## src/rtl/dm_store_buffer_if.sv

```systemverilog
// Store-buffer signal bundle: pipeline store/load requests plus the data-memory port.
// The buffer connects through the slave modport; the pipeline/dm side uses master.
interface dm_store_buffer_if #(
  parameter int DEPTH = 4,
  parameter int AW    = 8,
  parameter int DW    = 32
);
  logic                     st_valid;
  logic [AW-1:0]            st_addr;
  logic [DW-1:0]            st_data;
  logic                     st_ready;
  logic                     ld_req;
  logic [AW-1:0]            ld_addr;
  logic                     ld_valid;
  logic [DW-1:0]            ld_data;
  logic [AW-1:0]            dm_addr;
  logic [DW-1:0]            dm_din;
  logic                     dm_write;
  logic                     dm_read;
  logic [DW-1:0]            dm_dout;
  logic [$clog2(DEPTH):0]   count;
  logic                     empty;

  modport slave (
    input  st_valid, st_addr, st_data, ld_req, ld_addr, dm_dout,
    output st_ready, ld_valid, ld_data, dm_addr, dm_din, dm_write, dm_read, count, empty
  );

  modport master (
    output st_valid, st_addr, st_data, ld_req, ld_addr, dm_dout,
    input  st_ready, ld_valid, ld_data, dm_addr, dm_din, dm_write, dm_read, count, empty
  );
endinterface

```

## src/rtl/dm_store_buffer.sv

```systemverilog
// MEM-stage store buffer: FIFO of stores drained into dm one per cycle, loads forwarded from the
// youngest match or read from dm with a fixed 1-cycle latency; st_ready drops only when full.
module dm_store_buffer #(
  parameter int DEPTH = 4,
  parameter int AW    = 8,
  parameter int DW    = 32
) (
  input logic              clk,
  input logic              rst,
  dm_store_buffer_if.slave sb
);
  localparam int PW = $clog2(DEPTH);
  localparam int CW = PW + 1;

  typedef struct packed {
    logic [AW-1:0] addr;
    logic [DW-1:0] data;
  } entry_t;

  entry_t           mem_q [DEPTH];
  logic [DEPTH-1:0] vld_q, vld_d;
  logic [PW-1:0]    head_q, head_d;
  logic [PW-1:0]    tail_q, tail_d;
  logic [CW-1:0]    count_q, count_d;
  logic             ld_valid_q, ld_hit_q;
  logic [DW-1:0]    ld_fwd_q, ld_fwd_d;

  logic             push, pop, hit;
  logic [DW-1:0]    hit_data;
  logic [PW-1:0]    idx;

  assign sb.st_ready = (count_q < CW'(DEPTH));
  assign sb.empty    = (count_q == '0);
  assign sb.count    = count_q;

  assign push = sb.st_valid & sb.st_ready;
  assign pop  = ~sb.empty & ~sb.ld_req;

  // Scan oldest to youngest so the last match (nearest tail) wins.
  always_comb begin
    hit      = 1'b0;
    hit_data = '0;
    idx      = '0;
    for (int i = 0; i < DEPTH; i++) begin
      idx = head_q + PW'(i);
      if (vld_q[idx] && (mem_q[idx].addr == sb.ld_addr)) begin
        hit      = 1'b1;
        hit_data = mem_q[idx].data;
      end
    end
  end

  assign sb.dm_write = pop & ~rst;
  assign sb.dm_read  = sb.ld_req & ~hit & ~rst;
  assign sb.dm_addr  = sb.ld_req ? sb.ld_addr : mem_q[head_q].addr;
  assign sb.dm_din   = mem_q[head_q].data;

  always_comb begin
    head_d   = head_q;
    tail_d   = tail_q;
    vld_d    = vld_q;
    ld_fwd_d = ld_fwd_q;
    if (pop) begin
      head_d        = head_q + PW'(1);
      vld_d[head_q] = 1'b0;
    end
    if (push) begin
      tail_d        = tail_q + PW'(1);
      vld_d[tail_q] = 1'b1;
    end
    count_d = count_q + CW'(push) - CW'(pop);
    if (sb.ld_req && hit) begin
      ld_fwd_d = hit_data;
    end
  end

  always_ff @(posedge clk or posedge rst) begin
    if (rst) begin
      head_q     <= '0;
      tail_q     <= '0;
      count_q    <= '0;
      vld_q      <= '0;
      ld_valid_q <= 1'b0;
      ld_hit_q   <= 1'b0;
      ld_fwd_q   <= '0;
    end else begin
      head_q     <= head_d;
      tail_q     <= tail_d;
      count_q    <= count_d;
      vld_q      <= vld_d;
      ld_valid_q <= sb.ld_req;
      ld_hit_q   <= hit;
      ld_fwd_q   <= ld_fwd_d;
    end
  end

  // Entry payload needs no reset; the valid bits gate every use of it.
  always_ff @(posedge clk) begin
    if (push && !rst) begin
      mem_q[tail_q] <= '{addr: sb.st_addr, data: sb.st_data};
    end
  end

  // A miss returns dm's registered read data in the cycle after the request.
  assign sb.ld_valid = ld_valid_q;
  assign sb.ld_data  = (ld_valid_q && !ld_hit_q) ? sb.dm_dout : ld_fwd_q;
endmodule

```

## src/flat_wrapper.sv

```systemverilog
// flat-port wrapper written by rule: the top's interface ports become plain ports
module dm_store_buffer_flat 
#(
  parameter int DEPTH = 4,
  parameter int AW    = 8,
  parameter int DW    = 32
)
  (clk, rst, sb_st_valid, sb_st_addr, sb_st_data, sb_ld_req, sb_ld_addr, sb_dm_dout, sb_st_ready, sb_ld_valid, sb_ld_data, sb_dm_addr, sb_dm_din, sb_dm_write, sb_dm_read, sb_count, sb_empty);
  dm_store_buffer_if #(.DEPTH(DEPTH), .AW(AW), .DW(DW)) sb_i ();
  input logic clk;
  input logic rst;
  input wire logic [$bits(sb_i.st_valid)-1:0] sb_st_valid;
  input wire logic [$bits(sb_i.st_addr)-1:0] sb_st_addr;
  input wire logic [$bits(sb_i.st_data)-1:0] sb_st_data;
  input wire logic [$bits(sb_i.ld_req)-1:0] sb_ld_req;
  input wire logic [$bits(sb_i.ld_addr)-1:0] sb_ld_addr;
  input wire logic [$bits(sb_i.dm_dout)-1:0] sb_dm_dout;
  output wire logic [$bits(sb_i.st_ready)-1:0] sb_st_ready;
  output wire logic [$bits(sb_i.ld_valid)-1:0] sb_ld_valid;
  output wire logic [$bits(sb_i.ld_data)-1:0] sb_ld_data;
  output wire logic [$bits(sb_i.dm_addr)-1:0] sb_dm_addr;
  output wire logic [$bits(sb_i.dm_din)-1:0] sb_dm_din;
  output wire logic [$bits(sb_i.dm_write)-1:0] sb_dm_write;
  output wire logic [$bits(sb_i.dm_read)-1:0] sb_dm_read;
  output wire logic [$bits(sb_i.count)-1:0] sb_count;
  output wire logic [$bits(sb_i.empty)-1:0] sb_empty;
  assign sb_i.st_valid = sb_st_valid;
  assign sb_i.st_addr = sb_st_addr;
  assign sb_i.st_data = sb_st_data;
  assign sb_i.ld_req = sb_ld_req;
  assign sb_i.ld_addr = sb_ld_addr;
  assign sb_i.dm_dout = sb_dm_dout;
  assign sb_st_ready = sb_i.st_ready;
  assign sb_ld_valid = sb_i.ld_valid;
  assign sb_ld_data = sb_i.ld_data;
  assign sb_dm_addr = sb_i.dm_addr;
  assign sb_dm_din = sb_i.dm_din;
  assign sb_dm_write = sb_i.dm_write;
  assign sb_dm_read = sb_i.dm_read;
  assign sb_count = sb_i.count;
  assign sb_empty = sb_i.empty;
  dm_store_buffer #(.DEPTH(DEPTH), .AW(AW), .DW(DW)) u_core (.clk(clk), .rst(rst), .sb(sb_i));
endmodule
```

## config.mk

```make
export PLATFORM = sky130hd
export DESIGN_NAME = dm_store_buffer_flat
export DESIGN_NICKNAME = d
export VERILOG_FILES = /design/src/rtl/dm_store_buffer_if.sv /design/src/rtl/dm_store_buffer.sv /design/src/flat_wrapper.sv
export SDC_FILE = /design/constraint.sdc
export NUM_CORES = 1
export LEC_CHECK = 0
export ABC_AREA = 1
export CAP_MARGIN = 5
export CORE_ASPECT_RATIO = 1.25
export CORE_MARGIN = 5
export CORE_UTILIZATION = 57
export DETAILED_ROUTE_END_ITERATION = 8
export PLACE_DENSITY = 0.82
export SLEW_MARGIN = 20
export SYNTH_ARGS = -nofsm -noshare
export SYNTH_HDL_FRONTEND = slang
export SYNTH_SLANG_ARGS = --single-unit
```

## constraint.sdc

```tcl
create_clock -name clk -period 4.3 [get_ports clk]
set_input_delay 0.86 -clock clk [delete_from_list [all_inputs] [get_ports clk]]
set_output_delay 0.86 -clock clk [all_outputs]
set_load 0.1 [all_outputs]
```

## Word-level counts from Yosys, hierarchy flattened

Memory sizes are Yosys's and may differ from the RTL's.
Index checks and enable logic that the tools add are counted.

- Bits in registers: 45
- RAM bits: 160
- Memories: 1
- Output and inout port bits: 80
- Input bits: 84
- Logic and storage cells: 76

Memory list:

| memory | words | width | rd ports | clocked after memory_dff | write ports | line | RTL |
|---|---|---|---|---|---|---|---|
| u_core.mem_q | 4 | 40 | 4 | 0 | 1 | dm_store_buffer.sv:20 | `entry_t mem_q [DEPTH];` |

- Equality and inequality tests: 4
- Muxes and demuxes: 26
- $add $sub $neg: 6
- Reductions and logical operators: 12
- Bitwise gates (word level): 12
- $lt $le $gt $ge: 8

Operators by type and width:

| kind | count |
|---|---|
| 2-to-1 mux 32 bit | 5 |
| equality test 8 bit | 4 |
| < comparator 2 x 3 -> 1 bit (second input constant) | 5 |
| 2-to-1 mux 1 bit | 12 |
| logical AND 1 bit | 9 |
| binary-select mux 1 bit (select 2 bit) | 4 |
| 2-to-1 mux 4 bit | 2 |
| 2-to-1 mux 8 bit | 1 |
| AND 1 bit | 5 |
| adder 2 x 1 -> 2 bit (second input constant) | 2 |
| adder 2 bit (second input constant) | 2 |
| AND 4 bit | 1 |
| demux 1 bit (select 2 bit) | 2 |
| greater-or-equal comparator 2 x 1 -> 1 bit (second input constant) | 2 |
| NOT 1 bit | 4 |
| NOT 4 bit | 1 |
| bitwise OR 4 bit | 1 |
| adder 3 x 1 -> 3 bit | 1 |
| logical NOT 3 bit | 1 |
| < comparator 3 bit (second input constant) | 1 |
| subtractor 3 x 1 -> 3 bit | 1 |
| logical NOT 1 bit | 2 |

## Depth between registers and ports, before layout

Gate-level depths: netlist of run 1.

- Depth after elaboration: 10
- Depth in mapped cells: 23
- Depth with buffers taken out: 18

## Worst setup path after synthesis of run 1

Ideal clock, no wire load.

- Path type: register -> output
- Start: register u_core.count_q[1], in the netlist u_core.sb.count[1]
- End: output sb_dm_write
- Buffers on the path: 0
- Stages on the path, launching flop included: 3
- Path slack: -1.130 ns
- Required time: 3.440 ns
- Data arrival time: 4.570 ns
- Cells stage by stage: dfrtp_1 nor3_1 nor3_1

- Longest elaborated chain between the ends: 4

Ends and longest elaborated chain:

| element | line | RTL |
|---|---|---|
| start, declared | dm_store_buffer.sv:24 | `logic [CW-1:0] count_q, count_d;` |
| start signal, assigned | dm_store_buffer.sv:89 | `count_q <= count_d;` |
| logical NOT 3 bit | dm_store_buffer.sv:33 | `assign sb.empty = (count_q == '0);` |
| via sb_empty | flat_wrapper.sv:26 | `output wire logic [$bits(sb_i.empty)-1:0] sb_empty;` |
| NOT 1 bit | dm_store_buffer.sv:37 | `assign pop = ~sb.empty & ~sb.ld_req;` |
| AND 1 bit | dm_store_buffer.sv:37 |  |
| AND 1 bit | dm_store_buffer.sv:53 | `assign sb.dm_write = pop & ~rst;` |
| end, declared | flat_wrapper.sv:23 | `output wire logic [$bits(sb_i.dm_write)-1:0] sb_dm_write;` |

The timed path passes the listed nets, and every way through them passes these cells.

## Worst setup path after layout of run 1

- Start: register u_core.head_q[0]
- End: output sb_dm_read

- Longest elaborated chain between the ends: 10
- Elaborated cells on any way between the ends: 27
- Classes of those cells: add/sub (3); eq/ne (4); mux (12); bitwise (3); reduce/logical (4); memory (1)

Ends and longest elaborated chain:

| element | line | RTL |
|---|---|---|
| start, declared | dm_store_buffer.sv:22 | `logic [PW-1:0] head_q, head_d;` |
| start signal, assigned | dm_store_buffer.sv:79 | `head_q <= '0;` |
| start signal, assigned | dm_store_buffer.sv:87 | `head_q <= head_d;` |
| adder 2 x 1 -> 2 bit (tied with other cells) | dm_store_buffer.sv:45 | `idx = head_q + PW'(i);` |
| memory read (4 x 40 bit) (tied with other cells) | - |  |
| equality test 8 bit (tied with other cells) | dm_store_buffer.sv:46 | `if (vld_q[idx] && (mem_q[idx].addr == sb.ld_addr)) begin` |
| logical AND 1 bit or 2-to-1 mux 1 bit (tied branches) | dm_store_buffer.sv:46 |  |
| 2-to-1 mux 1 bit (2 in a row) | dm_store_buffer.sv:46 |  |
| 2-to-1 mux 1 bit (*) | dm_store_buffer.sv:46 |  |
| via u_core.hit | dm_store_buffer.sv:28 | `logic push, pop, hit;` |
| NOT 1 bit (*) | dm_store_buffer.sv:54 | `assign sb.dm_read = sb.ld_req & ~hit & ~rst;` |
| AND 1 bit (*) (2 in a row) | dm_store_buffer.sv:54 |  |
| end, declared | flat_wrapper.sv:24 | `output wire logic [$bits(sb_i.dm_read)-1:0] sb_dm_read;` |

The timed path passes the listed nets; every way through them passes the cells marked *. The select of a mux whose other input is x is not followed.

==> metrics.md, run 1 <==
| Metric | Value |
|---|---|
| Count leader, synth | nand2_1 |
| Min-Delay Path Class | reg -> reg |
| Num rows | 61 |
| R2r worst-path depth | 15 |
| Worst VDD drop | 1.07 mV |
| Via total after detailed routing | 11,300 |
| Syn Nets | 1,581 |
| CTS root buf | clkbuf_16 |
| Final Critical Period | 4020 ps |
| CTS tree | built |
| Post-CTS Resized | 0 |
| WL per Instance | 19.3 um |
| Pre-antenna DRT Iters | 8 |
| Mapped Cells | 1,486 |
| Post-layout nets | 1,702 |
| I/O Buffers | 163 |
| Post-placement setup slack | 751 ps |
| P per Cell Area | 754 nW/um^2 |
| Core ar. | 22,400 um^2 |
| Skew-Pair Late Insertion Delay | 520 ps |
| Share of cells above drive strength 1 | 11.7% |
| Final cell count without fillers | 1,905 |
| Family with the most delay on the worst path | buffers and inverters |
| Final WS setup | 275 ps |
| Endpoints failing setup | 0 |
| Critical path type | reg -> out |
| Area grow syn2layout | 17.9% |
| Initial antenna violation count | 0 |
| Antenna viol nets, final | 0 |
| FF-to-FF End | u_core.ld_fwd_q[10] |
| Gpl congestion | 0.944 |
| H-tree Lvls | 1 |
| Post-synth top cells | 432 x nand2_1, 218 x nand3_1, 192 x mux2i_1 |
| Reg2Reg Setup Slack | 920 ps |
| Top cell type's share of synthesized area | 37.0% |
| Worst-margin pin slew | 985 ps |
| CTS Hold Bufs | 0 |
| Critical path capture point type | output port |
| Main synth FF type | edfxtp_1 |
| Avg Cell Area, Syn | 8.73 um^2 |
| Die H | 179 um |
| Dominant cell type by area after synthesis | edfxtp_1 |
| RSZ-0062 raised after global routing | no |
| Vias/cell | 5.93 |
| Detailed Place HPWL | 23,100 um |
| Fin. max-slew vios | 0 |
| WL final | 36,700 um |
| WP data arrival | 3160 ps |
| Post-CTS Setup Bufs | 0 |
| Worst r2r src | u_core.head_q[0] |
| Final cycle utilization of the critical path | 93.6% |
| Drt drc | 0 |
| Vias in the first global route | 11,100 |
| Post-Synthesis Cell Area | 13,000 um^2 |
| Post-synthesis sequential area ratio | 45.7% |
| Initial core utilization | 58.0% |
| Total power draw | 11,500 uW |
| TritonCTS Buffers | 21 |
| Placed Cells incl. Taps | 1,867 |
| Synth area leaders | edfxtp_1 37%, mux2i_1 15%, nand2_1 13% |
| Crit path launch | u_core.head_q[0] |
| Clock Pin Slew Worst Setup and Hold Paths | 60 ps |
| Pin count of the biggest net entering global routing | 169 |
| CP Max Fanout | 37 |
| Final hold violation count | 0 |
| Worst path bufs/invs | 4 |
| Relative slew margins | 34.3% |
| Longest Clk Path Bufs | 3 |
| Worst setup endpoint | sb_dm_read |
| Status | complete, no violations |
| Die width | 145 um |
| N_diodes | 0 |
| Synth unique cells | 37 |
| Number of synthesized flops with an enable pin | 160 |
| Syn. warnings | 0 |
| Global-route wire length before repair | 56,800 um |
| Global route overflow | 0 |
| Post-synth ARST share | 22.0% |
| Synthesis-stage register bit count | 205 |
| Max stage delay cell, worst path | dfrtp_4 |
| Max incr delay on CP | 510 ps |
| Die area | 25,900 um^2 |
| CP Cell Sequence | inv_6 -> ha_4 -> inv_2 -> buf_4 -> nand2_1 -> nand3_1 -> nand2_1 -> nand3b_2 -> nor2_4 -> nor2_4 -> nand2_4 -> nor2_2 -> buf_12 |
| Clk_skew | 23.4 ps |
| CP required | 3440 ps |
| Drt first-iter violations | 1,016 |
| Worst path depth | 13 |
| I/O Pins | 164 |
| All-Layer GR Usage | 27.3% |
| Leakage | 0.00724 uW |
| CTS sink count | 205 |
| Critical path launch point type | flip-flop |
| Max-cap viol count | 0 |
| Max Clk Rate | 248 MHz |
flip-flops by register name (all words and copies together), names as in the netlist:
register and count:
u_core.mem_q 160, u_core.ld_fwd_q 32, u_core.vld_q 4, u_core.sb.count 3, u_core.head_q 2, u_core.tail_q 2
u_core.ld_hit_q 1, u_core.sb.ld_valid 1
logic make-up after synthesis:
logic type / count (synthesis) / synth area share [%]
adder cells (fa/ha/maj): 11 / 1.12
AND/OR/NAND/NOR: 764 / 24.9
AO/OA/AOI/OAI: 87 / 3.47
flip-flops: 205 / 45.7
multiplexers: 224 / 17.6
XOR/XNOR: 6 / 0.405
buffers and inverters: 189 / 6.75
placed cells by master (no fill, tap or decap), types with 2 or more instances in the layout:
cell / Yosys / routed
nand2_1: 432 / 431
nand4_1: 4 / 4
o21ai_1: 2 / 2
mux2i_1: 192 / 192
mux2_2: 32 / 32
xor2_1: 5 / 5
nor2_4: 2 / 8
buf_4: 14 / 95
ha_1: 10 / 9
buf_12: 0 / 3
a21oi_1: 3 / 3
inv_6: 1 / 3
nand2_4: 2 / 2
clkinvlp_4: 0 / 2
clkbuf_1: 27 / 5
clkdlybuf4s50_1: 0 / 89
and2_1: 2 / 2
clkinv_1: 0 / 3
bufinv_16: 0 / 3
edfxtp_1: 160 / 160
inv_1: 96 / 94
nand3_1: 218 / 217
o21ai_0: 77 / 77
dfrtp_1: 45 / 43
or2_1: 2 / 2
clkbuf_16: 0 / 21
nand2_2: 1 / 2
nor3_1: 5 / 4
nand3b_1: 2 / 2
nor2_1: 90 / 83
nor2_2: 2 / 3
inv_2: 2 / 4
o211ai_1: 3 / 3
power by group:
group / internal, uW / total (uW) / switching, uW
clock: 1090 / 1850 / 761
combinational: 2020 / 7240 / 5220
sequential: 2330 / 2440 / 108
total: 5440 / 11500 / 6090
worst reg2reg max path: cells and delay by family, from the launching register on:
family                 cells  cell delay, ps
DFF                        1             460
and+or+nand+nor           14            2190
buffers and inverters      1             660
per-stage QoR:
stage	instance area (um^2)	utilization, %	TNS, ps	hold WS, ps
after floorplan	13000	-	-179	443
after global placement	14600	65.2	0	457
after detailed placement	14600	65.2	0	461
after CTS	15300	68.3	0	480
after global routing	15300	68.3	0	492
final	15300	68.3	0	475
how the worst min path moves through the flow:
stage | start | slack (ps) | depth (start not counted) | to
global placement | u_core.ld_fwd_q[27] | 460 | 2 | u_core.ld_fwd_q[27]
CTS | u_core.ld_fwd_q[12] | 480 | 2 | u_core.ld_fwd_q[12]
finish | u_core.ld_fwd_q[12] | 480 | 2 | u_core.ld_fwd_q[12]
detailed placement | u_core.ld_fwd_q[26] | 460 | 2 | u_core.ld_fwd_q[26]
floorplan | u_core.ld_fwd_q[0] | 440 | 2 | u_core.ld_fwd_q[0]
global route | u_core.ld_fwd_q[12] | 490 | 2 | u_core.ld_fwd_q[12]
per-layer routing:
metal	vias up	share of wire, %	track usage [%]
met2	583	51	48.8
met1	5313	37	31.8
met5	-	0	0
met4	0	3.8	13.2
met3	116	8.4	4.52
li1	5278	-	-
area by class of cell:
class,instances,area (um^2)
clock inverters,12,148
repair buffers,188,1690
well taps,283,354
fillers,1735,7080
multi-input cells,1092,6230
inverters,99,377
clock buffers,26,544
flip-flops and latches,205,5940
Note: power is estimated with default switching activity, not from simulation.
==> run 2: changes to the inputs <==
--- a/config.mk
+++ b/config.mk
@@ -11,6 +11,7 @@
 export CORE_MARGIN = 5
 export CORE_UTILIZATION = 57
 export DETAILED_ROUTE_END_ITERATION = 8
+export MAX_ROUTING_LAYER = met4
 export PLACE_DENSITY = 0.82
 export SLEW_MARGIN = 20
 export SYNTH_ARGS = -nofsm -noshare
==> constraint.sdc (replaced) <==
create_clock -name clk -period 4.3 [get_ports clk]
set_input_delay 0.86 -clock clk [delete_from_list [all_inputs] [get_ports clk]]
set_output_delay 0.86 -clock clk [all_outputs]
set_load 0.02 [all_outputs]
==> run 2 against run 1 <==
Compared with the run above:
- wire length fell by 1.1%
- clock skew decreased by 11 ps
- final area grew 1.1%
- first-iteration DRC count down 1.3%
- hold slack about the same
- final cell count grew 0.47%
- global-route usage rose by 0.49 points
- worst setup slack lost 70 ps
- die area did not move
- sequential share of layout area shrank 0.43 points
- critical endpoint is now sb_dm_din[21]
- highest routed layer unchanged
==> metrics.md, run 2 (synthesized netlist as in run 1, its figures left out) <==
| Metric | Value |
|---|---|
| Status | complete, no violations (unchanged) |
| Drt drc | 0 (unchanged) |
| Global route overflow | 0 (unchanged) |
| Vias/cell | 5.93 (about the same) |
| Longest Clk Path Bufs | 3 (unchanged) |
| Worst VDD drop | 0.464 mV (was 1.07 mV) |
| Critical path capture point type | output port (unchanged) |
| Core ar. | 22,400 um^2 (unchanged) |
| Pin count of the biggest net entering global routing | 109 (was 169) |
| Num rows | 61 (unchanged) |
| Share of cells above drive strength 1 | 7.36% (was 11.7%) |
| Endpoints failing setup | 0 (unchanged) |
| Final cycle utilization of the critical path | 95.2% (was 93.6%) |
| Max incr delay on CP | 710 ps (was 510 ps) |
| Die H | 179 um (unchanged) |
| I/O Pins | 164 (unchanged) |
| RSZ-0062 raised after global routing | no (unchanged) |
| Gpl congestion | 0.911 (was 0.944) |
| Largest regs | u_core.mem_q (160), u_core.ld_fwd_q (32), u_core.vld_q (4) (unchanged) |
| P per Cell Area | 644 nW/um^2 (was 754 nW/um^2) |
| CTS root buf | clkbuf_16 (unchanged) |
| Pre-antenna DRT Iters | 6 (was 8) |
| Post-layout nets | 1,709 (was 1,702) |
| CP required | 3440 ps (about the same) |
| CTS Hold Bufs | 0 (unchanged) |
| CP Max Fanout | 108 (was 37) |
| Detailed Place HPWL | 23,400 um (was 23,100 um) |
| CTS sink count | 205 (unchanged) |
| Commonest cells after routing, fill and taps aside | 431 x nand2_1, 218 x nand3_1, 192 x mux2i_1, 162 x clkdlybuf4s50_1, 160 x edfxtp_1 (was 431 x nand2_1, 217 x nand3_1, 192 x mux2i_1, 160 x edfxtp_1, 95 x buf_4) |
| Die width | 145 um (unchanged) |
| WL per Instance | 19.0 um (was 19.3 um) |
| Clk_skew | 11.9 ps (was 23.4 ps) |
| H-tree Lvls | 1 (unchanged) |
| CP Cell Sequence | buf_16 -> buf_4 -> mux2i_1 -> o21ai_0 -> clkdlybuf4s50_1 (was inv_6 -> ha_4 -> inv_2 -> buf_4 -> nand2_1 -> nand3_1 -> nand2_1 -> nand3b_2 -> nor2_4 -> nor2_4 -> nand2_4 -> nor2_2 -> buf_12) |
| Fin util | 69.1% (was 68.3%) |
| Relative slew margins | 38.7% (was 34.3%) |
| Vias in the first global route | 11,200 (was 11,100) |
| Die area | 25,900 um^2 (unchanged) |
| CTS tree | built (unchanged) |
| Max-cap viol count | 0 (unchanged) |
| TritonCTS Buffers | 22 (was 21) |
| WL final | 36,300 um (was 36,700 um) |
| Family with the most delay on the worst path | buffers and inverters (unchanged) |
| Commonest non-fill, non-tap cell in the layout | nand2_1 (unchanged) |
| Fin. max-slew vios | 0 (unchanged) |
| Worst path bufs/invs | 3 (was 4) |
| Initial antenna violation count | 1 (was 0) |
| Worst-margin pin slew | 917 ps (was 985 ps) |
| I/O Buffers | 163 (unchanged) |
| Area grow syn2layout | 19.2% (was 17.9%) |
| Final Critical Period | 4090 ps (was 4020 ps) |
| All-Layer GR Usage | 27.8% (was 27.3%) |
| Min-Delay Path Class | reg -> reg (unchanged) |
| Global-route wire length before repair | 56,700 um (was 56,800 um) |
| WP data arrival | 3230 ps (was 3160 ps) |
| Antenna viol nets, final | 0 (unchanged) |
| Via total after detailed routing | 11,400 (was 11,300) |
| Skew-Pair Late Insertion Delay | 500 ps (was 520 ps) |
| Clock Pin Slew Worst Setup and Hold Paths | 60 ps (about the same) |
| Final hold violation count | 0 (unchanged) |
| Post-CTS Setup Bufs | 0 (unchanged) |
| Max Clk Rate | 244 MHz (was 248 MHz) |
| Initial core utilization | 58.0% (unchanged) |
| Max stage delay cell, worst path | clkdlybuf4s50_1 (was dfrtp_4) |
| Setup TNS | 0 ps (unchanged) |
| Drt first-iter violations | 1,003 (was 1,016) |
| Critical path launch point type | flip-flop (unchanged) |
| Largest register FFs | 160 (unchanged) |
| Critical path type | reg -> out (unchanged) |
| Leakage | 0.00719 uW (was 0.00724 uW) |
| Reg with most FFs | u_core.mem_q (unchanged) |
run 2: worst reg2reg max path, delay by kind of cell (launching register included):
kind	cells	cell delay [ps]
flip-flops	1	460
adder cells (fa/ha/maj)	1	350
AND/OR/NAND/NOR	12	1710
buffers and inverters	3	730
run 2: area by class of cell:
cell class	instances	area [um^2]
clock buffers	30	612
fillers	1710	6910
well taps	283	354
clock inverters	10	52.6
repair buffers	194	1920
inverters	99	379
diodes	1	2.50
multi-input cells	1092	6200
flip-flops and latches	205	5940
run 2: power breakdown:
group	switching (uW)	total [uW]	leakage, uW	internal [uW]
registers	105	2440	0.00205	2330
clock network	755	1750	0.000327	998
logic	3640	5760	0.00481	2130
run 2: path summary, 6_finish.rpt:
path                                    start                  end  slack [ps]  cells after the start
max                          u_core.head_q[0]        sb_dm_din[21]         210                      5
min                        u_core.ld_fwd_q[4]   u_core.ld_fwd_q[4]         480                      2
max reg2reg                  u_core.head_q[0]   u_core.ld_fwd_q[6]         990                     16
min reg2reg                u_core.ld_fwd_q[4]   u_core.ld_fwd_q[4]         480                      2
max in group asynchronous                 rst     u_core.head_q[0]        2950                      3
min in group asynchronous                 rst  u_core.ld_fwd_q[16]         670                      2
run 2: repair_timing:
| action | in CTS | in global routing |
|---|---|---|
| setup endpoints to repair | 0 | 4 |
| gates resized for setup | 0 | 9 |
| endpoints found under the hold margin | 0 | 0 |
run 2: routing by layer:
metal / wire length, um / GRT usage (%) / vias to the layer above / share of wire [%]
li1: - / - / 5296 / -
met1: 13900 / 32.6 / 5338 / 38
met2: 18300 / 48.5 / 592 / 50
met3: 2760 / 3.46 / 128 / 7.6
met4: 1360 / 11.5 / 0 / 3.8
met5: 0 / - / - / 0
run 2: per-stage QoR:
step	total power, uW	cells	hold slack, ps	area, um^2	worst slack (ps)
floorplan	6540	1486	443	13000	24.2
global placement	8020	1873	456	14800	452
detailed placement	8100	1873	460	14800	461
CTS	9870	1913	476	15400	2.91
global route	10500	1914	496	15500	60.5
finish	9960	1914	475	15500	205
